$ cat src/rtl/mem_port_arbiter_if.sv
// Unified memory port bundle: IF/MEM requester side plus memory bus side.
// The arbiter takes the slave view; the environment drives the master view.
interface mem_port_arbiter_if #(
    parameter int AW = 32,
    parameter int DW = 32
);
    logic          if_req;
    logic [AW-1:0] if_addr;
    logic          if_done;
    logic [DW-1:0] if_rdata;
    logic          mem_req;
    logic          mem_we;
    logic [AW-1:0] mem_addr;
    logic [DW-1:0] mem_wdata;
    logic          mem_done;
    logic [DW-1:0] mem_rdata;
    logic          bus_req;
    logic          bus_we;
    logic [AW-1:0] bus_addr;
    logic [DW-1:0] bus_wdata;
    logic [DW-1:0] bus_rdata;
    logic          bus_ready;
    logic          sel;
    logic          if_stall;
    logic          mem_stall;

    modport master (
        output if_req, if_addr,
        output mem_req, mem_we, mem_addr, mem_wdata,
        output bus_rdata, bus_ready,
        input  if_done, if_rdata,
        input  mem_done, mem_rdata,
        input  bus_req, bus_we, bus_addr, bus_wdata,
        input  sel, if_stall, mem_stall
    );

    modport slave (
        input  if_req, if_addr,
        input  mem_req, mem_we, mem_addr, mem_wdata,
        input  bus_rdata, bus_ready,
        output if_done, if_rdata,
        output mem_done, mem_rdata,
        output bus_req, bus_we, bus_addr, bus_wdata,
        output sel, if_stall, mem_stall
    );
endinterface

$ cat src/rtl/mem_port_arbiter.sv
// Shares one memory port between fetch (IF) and data (MEM); MEM has priority,
// a starvation counter forces an IF grant after MAX_WAIT back-to-back MEM grants.
module mem_port_arbiter #(
    parameter int AW       = 32,
    parameter int DW       = 32,
    parameter int MAX_WAIT = 4
) (
    input  logic clk,
    input  logic clrn,
    mem_port_arbiter_if.slave p
);
    localparam int SW = $clog2(MAX_WAIT + 1);
    localparam logic [SW-1:0] MAX_W = SW'(MAX_WAIT);

    typedef enum logic [1:0] {
        IDLE,
        BUSY_IF,
        BUSY_MEM
    } state_t;

    state_t        state_q, state_d;
    logic          bus_req_q, bus_req_d;
    logic          bus_we_q, bus_we_d;
    logic          sel_q, sel_d;
    logic          if_done_q, if_done_d;
    logic          mem_done_q, mem_done_d;
    logic [AW-1:0] bus_addr_q, bus_addr_d;
    logic [DW-1:0] bus_wdata_q, bus_wdata_d;
    logic [DW-1:0] if_rdata_q, if_rdata_d;
    logic [DW-1:0] mem_rdata_q, mem_rdata_d;
    logic [SW-1:0] starve_q, starve_d;
    logic          arb_ok;

    always_ff @(posedge clk or negedge clrn) begin
        if (!clrn) begin
            state_q     <= IDLE;
            bus_req_q   <= 1'b0;
            bus_we_q    <= 1'b0;
            sel_q       <= 1'b0;
            if_done_q   <= 1'b0;
            mem_done_q  <= 1'b0;
            bus_addr_q  <= '0;
            bus_wdata_q <= '0;
            if_rdata_q  <= '0;
            mem_rdata_q <= '0;
            starve_q    <= '0;
        end else begin
            state_q     <= state_d;
            bus_req_q   <= bus_req_d;
            bus_we_q    <= bus_we_d;
            sel_q       <= sel_d;
            if_done_q   <= if_done_d;
            mem_done_q  <= mem_done_d;
            bus_addr_q  <= bus_addr_d;
            bus_wdata_q <= bus_wdata_d;
            if_rdata_q  <= if_rdata_d;
            mem_rdata_q <= mem_rdata_d;
            starve_q    <= starve_d;
        end
    end

    // The done cycle is the single gap between transactions: no grant in it.
    assign arb_ok = ~if_done_q & ~mem_done_q;

    always_comb begin
        state_d     = state_q;
        bus_req_d   = bus_req_q;
        bus_we_d    = bus_we_q;
        sel_d       = sel_q;
        if_done_d   = 1'b0;
        mem_done_d  = 1'b0;
        bus_addr_d  = bus_addr_q;
        bus_wdata_d = bus_wdata_q;
        if_rdata_d  = if_rdata_q;
        mem_rdata_d = mem_rdata_q;
        starve_d    = starve_q;
        unique case (state_q)
            IDLE: begin
                if (arb_ok && p.mem_req &&
                    (!p.if_req || starve_q < MAX_W)) begin
                    state_d     = BUSY_MEM;
                    bus_req_d   = 1'b1;
                    sel_d       = 1'b1;
                    bus_we_d    = p.mem_we;
                    bus_addr_d  = p.mem_addr;
                    bus_wdata_d = p.mem_wdata;
                    if (!p.if_req)
                        starve_d = '0;
                    else if (starve_q != MAX_W)
                        starve_d = starve_q + SW'(1);
                end else if (arb_ok && p.if_req) begin
                    state_d    = BUSY_IF;
                    bus_req_d  = 1'b1;
                    sel_d      = 1'b0;
                    bus_we_d   = 1'b0;
                    bus_addr_d = p.if_addr;
                    starve_d   = '0;
                end else if (!p.if_req) begin
                    starve_d = '0;
                end
            end
            BUSY_IF: begin
                if (p.bus_ready) begin
                    state_d    = IDLE;
                    bus_req_d  = 1'b0;
                    bus_we_d   = 1'b0;
                    if_done_d  = 1'b1;
                    if_rdata_d = p.bus_rdata;
                end
            end
            BUSY_MEM: begin
                if (p.bus_ready) begin
                    state_d     = IDLE;
                    bus_req_d   = 1'b0;
                    bus_we_d    = 1'b0;
                    mem_done_d  = 1'b1;
                    mem_rdata_d = p.bus_rdata;
                end
            end
            default: state_d = IDLE;
        endcase
    end

    assign p.bus_req   = bus_req_q;
    assign p.bus_we    = bus_we_q;
    assign p.sel       = sel_q;
    assign p.bus_addr  = bus_addr_q;
    assign p.bus_wdata = bus_wdata_q;
    assign p.if_done   = if_done_q;
    assign p.mem_done  = mem_done_q;
    assign p.if_rdata  = if_rdata_q;
    assign p.mem_rdata = mem_rdata_q;
    assign p.if_stall  = p.if_req & ~if_done_q;
    assign p.mem_stall = p.mem_req & ~mem_done_q;
endmodule

$ cat src/flat_wrapper.sv
// flat-port wrapper written by rule: the top's interface ports become plain ports
module mem_port_arbiter_flat 
#(
    parameter int AW       = 32,
    parameter int DW       = 32,
    parameter int MAX_WAIT = 4
)
  (clk, clrn, p_if_req, p_if_addr, p_mem_req, p_mem_we, p_mem_addr, p_mem_wdata, p_bus_rdata, p_bus_ready, p_if_done, p_if_rdata, p_mem_done, p_mem_rdata, p_bus_req, p_bus_we, p_bus_addr, p_bus_wdata, p_sel, p_if_stall, p_mem_stall);
  mem_port_arbiter_if #(.AW(AW), .DW(DW)) p_i ();
  input  logic clk;
  input  logic clrn;
  input wire logic [$bits(p_i.if_req)-1:0] p_if_req;
  input wire logic [$bits(p_i.if_addr)-1:0] p_if_addr;
  input wire logic [$bits(p_i.mem_req)-1:0] p_mem_req;
  input wire logic [$bits(p_i.mem_we)-1:0] p_mem_we;
  input wire logic [$bits(p_i.mem_addr)-1:0] p_mem_addr;
  input wire logic [$bits(p_i.mem_wdata)-1:0] p_mem_wdata;
  input wire logic [$bits(p_i.bus_rdata)-1:0] p_bus_rdata;
  input wire logic [$bits(p_i.bus_ready)-1:0] p_bus_ready;
  output wire logic [$bits(p_i.if_done)-1:0] p_if_done;
  output wire logic [$bits(p_i.if_rdata)-1:0] p_if_rdata;
  output wire logic [$bits(p_i.mem_done)-1:0] p_mem_done;
  output wire logic [$bits(p_i.mem_rdata)-1:0] p_mem_rdata;
  output wire logic [$bits(p_i.bus_req)-1:0] p_bus_req;
  output wire logic [$bits(p_i.bus_we)-1:0] p_bus_we;
  output wire logic [$bits(p_i.bus_addr)-1:0] p_bus_addr;
  output wire logic [$bits(p_i.bus_wdata)-1:0] p_bus_wdata;
  output wire logic [$bits(p_i.sel)-1:0] p_sel;
  output wire logic [$bits(p_i.if_stall)-1:0] p_if_stall;
  output wire logic [$bits(p_i.mem_stall)-1:0] p_mem_stall;
  assign p_i.if_req = p_if_req;
  assign p_i.if_addr = p_if_addr;
  assign p_i.mem_req = p_mem_req;
  assign p_i.mem_we = p_mem_we;
  assign p_i.mem_addr = p_mem_addr;
  assign p_i.mem_wdata = p_mem_wdata;
  assign p_i.bus_rdata = p_bus_rdata;
  assign p_i.bus_ready = p_bus_ready;
  assign p_if_done = p_i.if_done;
  assign p_if_rdata = p_i.if_rdata;
  assign p_mem_done = p_i.mem_done;
  assign p_mem_rdata = p_i.mem_rdata;
  assign p_bus_req = p_i.bus_req;
  assign p_bus_we = p_i.bus_we;
  assign p_bus_addr = p_i.bus_addr;
  assign p_bus_wdata = p_i.bus_wdata;
  assign p_sel = p_i.sel;
  assign p_if_stall = p_i.if_stall;
  assign p_mem_stall = p_i.mem_stall;
  mem_port_arbiter #(.AW(AW), .DW(DW), .MAX_WAIT(MAX_WAIT)) u_core (.clk(clk), .clrn(clrn), .p(p_i));
endmodule
$ cat config.mk
export PLATFORM = sky130hd
export DESIGN_NAME = mem_port_arbiter_flat
export DESIGN_NICKNAME = d
export VERILOG_FILES = /design/src/rtl/mem_port_arbiter_if.sv /design/src/rtl/mem_port_arbiter.sv /design/src/flat_wrapper.sv
export SDC_FILE = /design/constraint.sdc
export NUM_CORES = 1
export LEC_CHECK = 0
export BUFFER_PORTS_ARGS = -buffer_cell sky130_fd_sc_hd__buf_2
export CORE_ASPECT_RATIO = 0.6
export CORE_MARGIN = 3
export CORE_UTILIZATION = 50
export DETAILED_ROUTE_END_ITERATION = 6
export PLACE_DENSITY = 0.84
export SLEW_MARGIN = 0
export SYNTH_ARGS = -nofsm -noshare
export SYNTH_HDL_FRONTEND = slang
export SYNTH_SLANG_ARGS = --single-unit
$ cat constraint.sdc
create_clock -name clk -period 3.7 [get_ports clk]
set_clock_uncertainty 0.15 [all_clocks]
set_input_delay 0.185 -clock clk [delete_from_list [all_inputs] [get_ports clk]]
set_output_delay 0.185 -clock clk [all_outputs]
set_load 0.05 [all_outputs]
* Yosys cells after proc, flatten, opt, wreduce, memory -nomap -nowiden
Cells that the tools add are included.
** Storage, ports and cells
- Latch bits :: 0
- Bits in writable memories :: 0
- Word-level logic and storage cells :: 63
- Output and inout port bits :: 135
- Input port bits :: 134
- Register bits :: 138
- Memories kept :: 0
- Bits in read-only memories :: 0
** Cells by class
- Div/mod/pow operators :: 0
- $add $sub $neg :: 1
- Eq/ne operators :: 7
- Magnitude comparators :: 1
- Bitwise gates (word level) :: 5
- Shift operators :: 0
- Reduce and logical (&&, ||, !) cells :: 16
- Mux-type cells :: 22
- Multipliers :: 0
** Operators by type and width (count)
- 32-bit 2-to-1 mux :: 2
- 3-bit 2-to-1 mux :: 5
- 2-bit AND reduction :: 5
- 1-bit 2-to-1 mux :: 9
- 2-bit 2-to-1 mux :: 3
- 3-bit by 1-bit inequality test with 1-bit output, second input constant :: 2
- 3-bit inequality test, second input constant :: 2
- 3-bit AND reduction :: 2
- 1-bit case mux with 2 select lines :: 2
- 2-bit case mux with 2 select lines :: 1
- 2-bit nonzero test :: 2
- 3-bit by 1-bit adder with 3-bit output, second input constant :: 1
- 1-bit AND :: 3
- 1-bit logical AND :: 3
- 3-bit less-than comparator, second input constant :: 1
- 2-bit by 1-bit equality test with 1-bit output, second input constant :: 1
- 2-bit equality test, second input constant :: 1
- 2-bit zero test :: 1
- 2-bit by 1-bit inequality test with 1-bit output, second input constant :: 1
- 1-bit NOT :: 2
- 2-bit OR reduction :: 1
- 1-bit zero test :: 1
- 1-bit logical OR :: 1

* Logic depth before layout (Yosys ltp)
Gate-level depths: netlist of run 1.
- Word-level depth :: 6
- Depth in mapped cells :: 7

* Worst setup path before layout of run 1
OpenSTA, ideal clock, no wires.
- Kind :: register to register
- Start :: register u_core.mem_done_q, in the netlist u_core.p.mem_done
- End :: register u_core.bus_wdata_q[0], in the netlist u_core.p.bus_wdata[0]
- Cell stages (with the launch flop) :: 5
- Clock period less this slack :: 2011 ps
- Path buffers :: 1
- Data arrival time :: 1736 ps
- Setup slack :: 1689 ps
- Path through :: dfrtp_1 > nor2b_4 > nand4b_4 > buf_6 > mux2_4
** Between the ends
- Longest elaborated chain between the ends :: 5
** Ends and longest elaborated chain
- from (decl) :: line mem_port_arbiter.sv:26 : logic mem_done_q, mem_done_d;
- from (signal assigned) :: line mem_port_arbiter.sv:53 : mem_done_q <= mem_done_d;
- 1-bit NOT :: line mem_port_arbiter.sv:63 : assign arb_ok = ~if_done_q & ~mem_done_q;
- 1-bit AND :: line mem_port_arbiter.sv:63
- 1-bit logical AND (2 in a row) :: line mem_port_arbiter.sv:79 : if (arb_ok && p.mem_req &&
- 2-bit AND reduction (no source line)
- to (signal assigned) :: line mem_port_arbiter.sv:55 : bus_wdata_q <= bus_wdata_d;
- to (decl) :: line mem_port_arbiter.sv:28 : logic [DW-1:0] bus_wdata_q, bus_wdata_d;
Every way passes these cells.
A chain may end at the register's enable or synchronous reset.

* Worst setup path in the final report of run 1
- Start :: register u_core.state_q[0]
- End :: register u_core.bus_addr_q[18], in the netlist u_core.p.bus_addr[18]
** Between the ends
- Longest elaborated chain between the ends :: 2
** Ends and longest elaborated chain
- from (decl) :: line mem_port_arbiter.sv:21 : state_t state_q, state_d;
- from (signal assigned) :: line mem_port_arbiter.sv:48 : state_q <= state_d;
- 2-bit zero test :: line mem_port_arbiter.sv:77 : unique case (state_q)
- 2-bit AND reduction (no source line)
- to (signal assigned) :: line mem_port_arbiter.sv:54 : bus_addr_q <= bus_addr_d;
- to (decl) :: line mem_port_arbiter.sv:27 : logic [AW-1:0] bus_addr_q, bus_addr_d;
Every way passes these cells.

==> results of run 1 <==
[what timing repair did]
item | 4_1_cts | 5_1_grt
hold buffers | 131 | 0
hold endpoints to repair | 219 | 0
endpoints found under the setup margin | 0 | 0
[area by class of cell]
cell class,count,area share (%)
Clock inverter,9,1.46
Multi-Input combinational cell,265,24.1
Timing Repair Buffer,407,29.4
Inverter,7,0.284
Tap cell,160,2.16
Sequential cell,138,37.3
Clock buffer,22,5.34
[per-layer routing]
layer / vias up / GRT usage [%] / wire, microns
li1: 2299 / - / -
met1: 2546 / 30.9 / 7040
met2: 222 / 52.2 / 9820
met3: 46 / 9.52 / 1460
met4: 0 / 11.7 / 522
met5: - / 0 / 0
[worst max-delay path, delay by kind of cell (launching register included)]
| family | cells | cell delay (ns) |
|---|---|---|
| adder cells (fa/ha/maj) | 1 | 0.32 |
| AO/OA/AOI/OAI | 1 | 0.20 |
| AND/OR/NAND/NOR | 2 | 0.41 |
| flip-flops | 1 | 0.41 |
| buffers and inverters | 3 | 1.22 |
[final timing paths]
check                                                     endpoint                          start  cells past startpoint
min in group asynchronous       u_core.p.bus_wdata[22]$_DFFE_PN0P_                           clrn                      2
worst min-delay path                u_core.starve_q[2]$_DFFE_PN0P_                      p_mem_req                      4
max in group asynchronous       u_core.p.mem_rdata[12]$_DFFE_PN0P_                           clrn                      3
worst max-delay path             u_core.p.bus_addr[18]$_DFFE_PN0P_  u_core.state_q[0]$_DFFE_PN0P_                      7
worst min register to register            u_core.p.sel$_DFFE_PN0P_       u_core.p.sel$_DFFE_PN0P_                      2
worst max register to register   u_core.p.bus_addr[18]$_DFFE_PN0P_  u_core.state_q[0]$_DFFE_PN0P_                      7
[cells by family after synthesis]
group | share of synthesized area [%]
buffers and inverters | 3.96
flip-flops | 58.4
AND/OR/NAND/NOR | 8.68
AO/OA/AOI/OAI | 7.58
multiplexers | 20.1
adder cells (fa/ha/maj) | 1.27
[synthesized netlist by cell type, types with 2 or more instances]
cell type  number
ha_1            6
o31ai_1         2
nor2b_1         2
a31oi_2        28
nand2_1        71
nand2b_1        2
mux2_4         22
a31oi_1         4
o21ai_0         3
clkbuf_8        2
inv_1           7
buf_6           5
dfrtp_1       138
a21oi_1         2
nor2_1         33
mux2_2         75
buf_12          3
buf_2          12
[power groups by stage]
stage | clock network (uW) | registers, uW | logic (uW)
CTS | 1810 | 2680 | 5710
global placement | 0 | 2630 | 5170
detailed placement | 0 | 2680 | 5280
floorplan | 0 | 5240 | 1580
finish | 1780 | 2730 | 5800
global route | 1880 | 2800 | 6040
[metrics by stage]
stage / power, uW / std cells
2_1_floorplan: 6820 / 433
6_report: 10300 / 1008
4_1_cts: 10200 / 1008
3_3_place_gp: 7800 / 846
5_1_grt: 10700 / 1008
3_5_place_dp: 7960 / 846
[flip-flops by register name, indices dropped and copies added (netlist names), 2 cells and up]
signal / count
u_core.state_q: 2
u_core.starve_q: 3
u_core.p.bus_wdata: 32
u_core.p.mem_rdata: 32
u_core.p.if_rdata: 32
u_core.p.bus_addr: 32
==> impl_metrics.toml, run 1 <==
[grt]
grt_pass1_vias = 5824
grt_pass1_wl_microns = 30100
grt-ovfl-total = 0
grt_usage_pct = 28.7
antenna_found_initial = 0
grt_max_degree = 90

[detailed_routing]
drc = 0
wire_per_inst_microns = 18.7
wl_microns = 18800
first_iter_violations = 256
antenna_left = 0
post_drt_via_cell_ratio = 5.07
drtPass1Iterations = 4
via_count = 5113

[worst_setup_path]
cp.required_ns = 3.88
worst_setup_path_end_kind = "flop"
crit_path_start_kind = "flop"
worstPathCellList = "inv_1 > ha_1 > nor3b_4 > buf_4 > nor2_1 > a31oi_2 > dlygate4sd3_1"
crit_slowest_cell = "dlygate4sd3_1"
critical_path_peak_fanout = 48
rrSetupSlack_ns = 0.93
critPathArrivalTime_ns = 2.96
crit_type = "reg2reg"
max_stage_delay_ns = 0.57

[pwr]
clkPwrFrac_pct = 17.3
vdd_drop_max_mv = 0.731
combPwrFrac_pct = 56.3
leakage_uw = 0.00451
switching_share_pct = 49.0
p_sw_uw = 5060
p_int_uw = 5260
sequentialPowerShare_pct = 26.4
power_density_mw_per_mm2 = 1110

[die]
coreArea_sq_mm = 0.0114
num_io_pins = 269
fp-row-count = 30
die_area_sq_mm = 0.0132
start_util_pct = 51.8
fp.dieW_microns = 146
die_h_microns = 90.2

[finish]
fillerInstances = 591
fin_nets = 976
final_util_pct = 81.1
final_cell_mix = "buf_2 (267), dfrtp_1 (138), dlygate4sd3_1 (131)"
fin_area_sq_mm = 0.00926
seq_area_sq_mm = 0.00345
layout_commonest_cell = "buf_2"
multi_input_area_sq_mm = 0.00223
antenna_cells = 0
drive_gt1_share_pct = 51.5
syn_to_final_growth_pct = 56.6

[synthesis]
synth_seq_cells = 138
avgSynthCellArea_sq_um = 13.6
ys_top_cells_by_area = "dfrtp_1 (58%), mux2_2 (14%), a31oi_2 (5.9%)"
async_reset_ff_share_pct = 100
syn_inst = 433
synth_nets = 573
synth_top_area_share_pct = 58.4
synth_top_area_cell = "dfrtp_1"
synth-edff-count = 0
synth_ff_type = "dfrtp_1"
synthDistinctLibCells = 34
seq_area_frac_synth_pct = 58.4
netlist_area_sq_mm = 0.00591
yosysWarnings = 0

[sta]
finalSetupTns_ns = 0
rsz0062_at_grt = "false"
hold_viol = 0
holdWs_ns = 0.107
slew-limit-headroom_pct = 44.9
finalSetupViolCount = 0
setup_ws_ns = 0.926
period_minus_slack_ns = 2.77
fmax_ghz = 0.360
drv_slew = 0
worst_slew_pin_slew_ns = 0.827
period_share_pct = 75.0

[clocking]
numClockSinks = 138
cts-htree-levels = 4
cts_tree = "built"
cts_buffers = 17
clock_latency_ns = 0.39
post_cts_resized = 0
post_cts_buffers = 0
clk_pin_slew_ns = 0.06
clock_path_buffers = 2
cts_root_buf = "clkbuf_16"

[placement]
dp_slack_ns = 1.37
portBuffers = 268
dp.final_hpwl_microns = 10900
dpl_cell_area_sq_mm = 0.00731
place.gp.congestion = 0.818

[job]
max-cap-violations = 0

[run_status]
status = "complete, no violations"

[hold_path]
hp-class = "in2reg"
No activity file was read; power rests on OpenSTA's default activity.
==> run 2, diff against run 1 <==
Settings changed: ABC_AREA from default to 1, CORE_UTILIZATION 50 to 47, PLACE_DENSITY 0.84 to 0.8.
Clock period 3.7 ns to 2.65 ns, I/O delays scaled along.
==> impl_metrics.toml, run 2 <==
[run_status]
status = "finished with violations"
violations = "hold timing"

[finish]
layout_commonest_cell = "buf_2"
fillerInstances = 707
final_util_pct = 78.8
fin_nets = 1211
syn_to_final_growth_pct = 58.3
multi_input_area_sq_mm = 0.00182
seq_area_sq_mm = 0.00345
drive_gt1_share_pct = 29.2
final_cell_mix = "buf_2 (267), nand2_1 (212), dfrtp_1 (138)"

[clocking]
cts_buffers = 17
cts_root_buf = "clkbuf_16"
post_cts_resized = 0
cts-htree-levels = 4
post_cts_buffers = 0
clock_latency_ns = 0.40
clock_path_buffers = 2
cts_tree = "built"
numClockSinks = 138
clk_pin_slew_ns = 0.06

[die]
coreArea_sq_mm = 0.0117
fp-row-count = 30
fp.dieW_microns = 150
start_util_pct = 49.8
die_area_sq_mm = 0.0138
die_h_microns = 92.3
num_io_pins = 269

[detailed_routing]
wl_met2_microns = 9650
m1WireLength_microns = 7620
wl_microns = 19500
antenna_left = 0
drtPass1Iterations = 5
first_iter_violations = 338
wire_per_inst_microns = 15.6
wl_met3_microns = 1520
top_layer = "met4"
via_count = 6166
drc = 0
post_drt_via_cell_ratio = 4.95

[synthesis]
synth_top_area_share_pct = 59.3
synth_nets = 822
synth.most_common_cell = "nand2_1"
syn_inst = 682
netlist_area_sq_mm = 0.00583
avgSynthCellArea_sq_um = 8.55
synth-edff-count = 0
synth_ff_type = "dfrtp_1"
synthDistinctLibCells = 18
seq_area_frac_synth_pct = 59.3
synth_seq_cells = 138
yosysWarnings = 0
synth_common_cells = "nand2_1 (214), dfrtp_1 (138), o21ai_0 (132), inv_1 (106), nand3_1 (36)"
ys_top_cells_by_area = "dfrtp_1 (59%), nand2_1 (14%), o21ai_0 (11%)"
async_reset_ff_share_pct = 100
synth_top_area_cell = "dfrtp_1"

[worst_setup_path]
crit_type = "in2reg"
cp.required_ns = 2.84
r2r-end = "u_core.p.bus_addr[23]$_DFFE_PN0P_"
crit_path_start_kind = "input port"
worst_setup_path_end_kind = "flop"
critPathArrivalTime_ns = 2.58
reg2regPathDepth = 8
rrSetupSlack_ns = 0.29
critical_path_peak_fanout = 67
r2r_start = "u_core.starve_q[2]$_DFFE_PN0P_"

[grt]
grt_usage_pct = 28.6
grt_pass1_vias = 6308
grt_pass1_wl_microns = 31300
antenna_found_initial = 0
grt_max_degree = 78
grt-ovfl-total = 0

[placement]
dp.final_hpwl_microns = 11000
place.gp.congestion = 0.796
portBuffers = 268

[sta]
worst_slew_pin_slew_ns = 0.641
finalSetupViolCount = 0
drv_slew = 0
rsz0062_at_grt = "false"
holdWs_ns = -0.00353
period_share_pct = 90.5
period_minus_slack_ns = 2.40
hold_viol = 1
slew-limit-headroom_pct = 57.1
finalSetupTns_ns = 0
fmax_ghz = 0.417

[hold_path]
hp-class = "in2reg"
hold_depth = 5
min_to = "u_core.p.bus_addr[31]$_DFFE_PN0P_"
min-delay-start = "p_mem_addr[31]"

[pwr]
leakage_uw = 0.00524
power_density_mw_per_mm2 = 1390
vdd_drop_max_mv = 0.916

[job]
max-cap-violations = 0
## run 2: cell families after synthesis
family                     after synthesis  share of synthesized area, %
DFF                                    138                          59.3
AOI/OAI and AO/OA                      132                          11.3
buffers and inverters                  143                          9.79
adders and majority gates                6                          1.29
and+or+nand+nor                        263                          18.3
## run 2: repair_timing
| action | 4_1_cts | 5_1_grt |
|---|---|---|
| hold endpoints to repair | 188 | 0 |
| hold buffers | 131 | 0 |
| setup endpoints to repair | 0 | 0 |
## run 2: layout make-up
cell class,instances,area share [%]
Clock inverter,12,1.74
Inverter,106,4.31
Antenna cell,1,0.0271
Clock buffer,20,4.95
Sequential cell,138,37.4
Timing Repair Buffer,407,29.6
Multi-Input combinational cell,401,19.8
Tap cell,160,2.17
## run 2: worst max-delay path by stage
stage                             startpoint                                 end  slack [ns]  cells past startpoint
2_1_floorplan     u_core.p.if_done$_DFF_PN0_   u_core.p.bus_addr[13]$_DFFE_PN0P_        0.89                      6
3_3_place_gp   u_core.state_q[0]$_DFFE_PN0P_    u_core.p.bus_addr[6]$_DFFE_PN0P_        0.65                      6
3_5_place_dp   u_core.state_q[0]$_DFFE_PN0P_  u_core.p.bus_wdata[21]$_DFFE_PN0P_        0.52                      5
4_1_cts                             p_if_req   u_core.p.bus_addr[18]$_DFFE_PN0P_        0.41                      9
5_1_grt                             p_if_req   u_core.p.bus_addr[17]$_DFFE_PN0P_        0.13                     10
6_report                            p_if_req   u_core.p.bus_addr[23]$_DFFE_PN0P_        0.25                     10
## run 2: critical path, stage by stage
cell and delay (ns):
dlygate4sd3_1 0.54, buf_2 0.14, nand2_1 0.13, nand3_2 0.10
buf_4 0.47, nand2_1 0.13, o21ai_0 0.12, dlygate4sd3_1 0.60
nand2_1 0.09, nand2_1 0.10
## run 2: per-layer routing
metal | vias to the layer above | track usage (%)
met5 | - | 0
met2 | 337 | 48.1
met4 | 0 | 12.5
met3 | 67 | 7.65
met1 | 2869 | 34.6
li1 | 2893 | -
## run 2: stage by stage
step / cell area (sq um) / total power, uW / setup WS, ns / cells
4_1_cts: 9220 / 12700 / 0.414 / 1244
3_5_place_dp: 7290 / 9950 / 0.520 / 1081
6_report: 9220 / 12800 / 0.252 / 1245
3_3_place_gp: 7290 / 9840 / 0.652 / 1081
2_1_floorplan: 5830 / 8360 / 0.890 / 682
5_1_grt: 9220 / 13500 / 0.128 / 1244
## run 2: report_power, final
| part | switching, uW | internal (uW) | total [uW] |
|---|---|---|---|
| clock network | 901 | 1540 | 2450 |
| registers | 589 | 3080 | 3670 |
| logic | 5180 | 1530 | 6710 |
| total | 6670 | 6160 | 12800 |
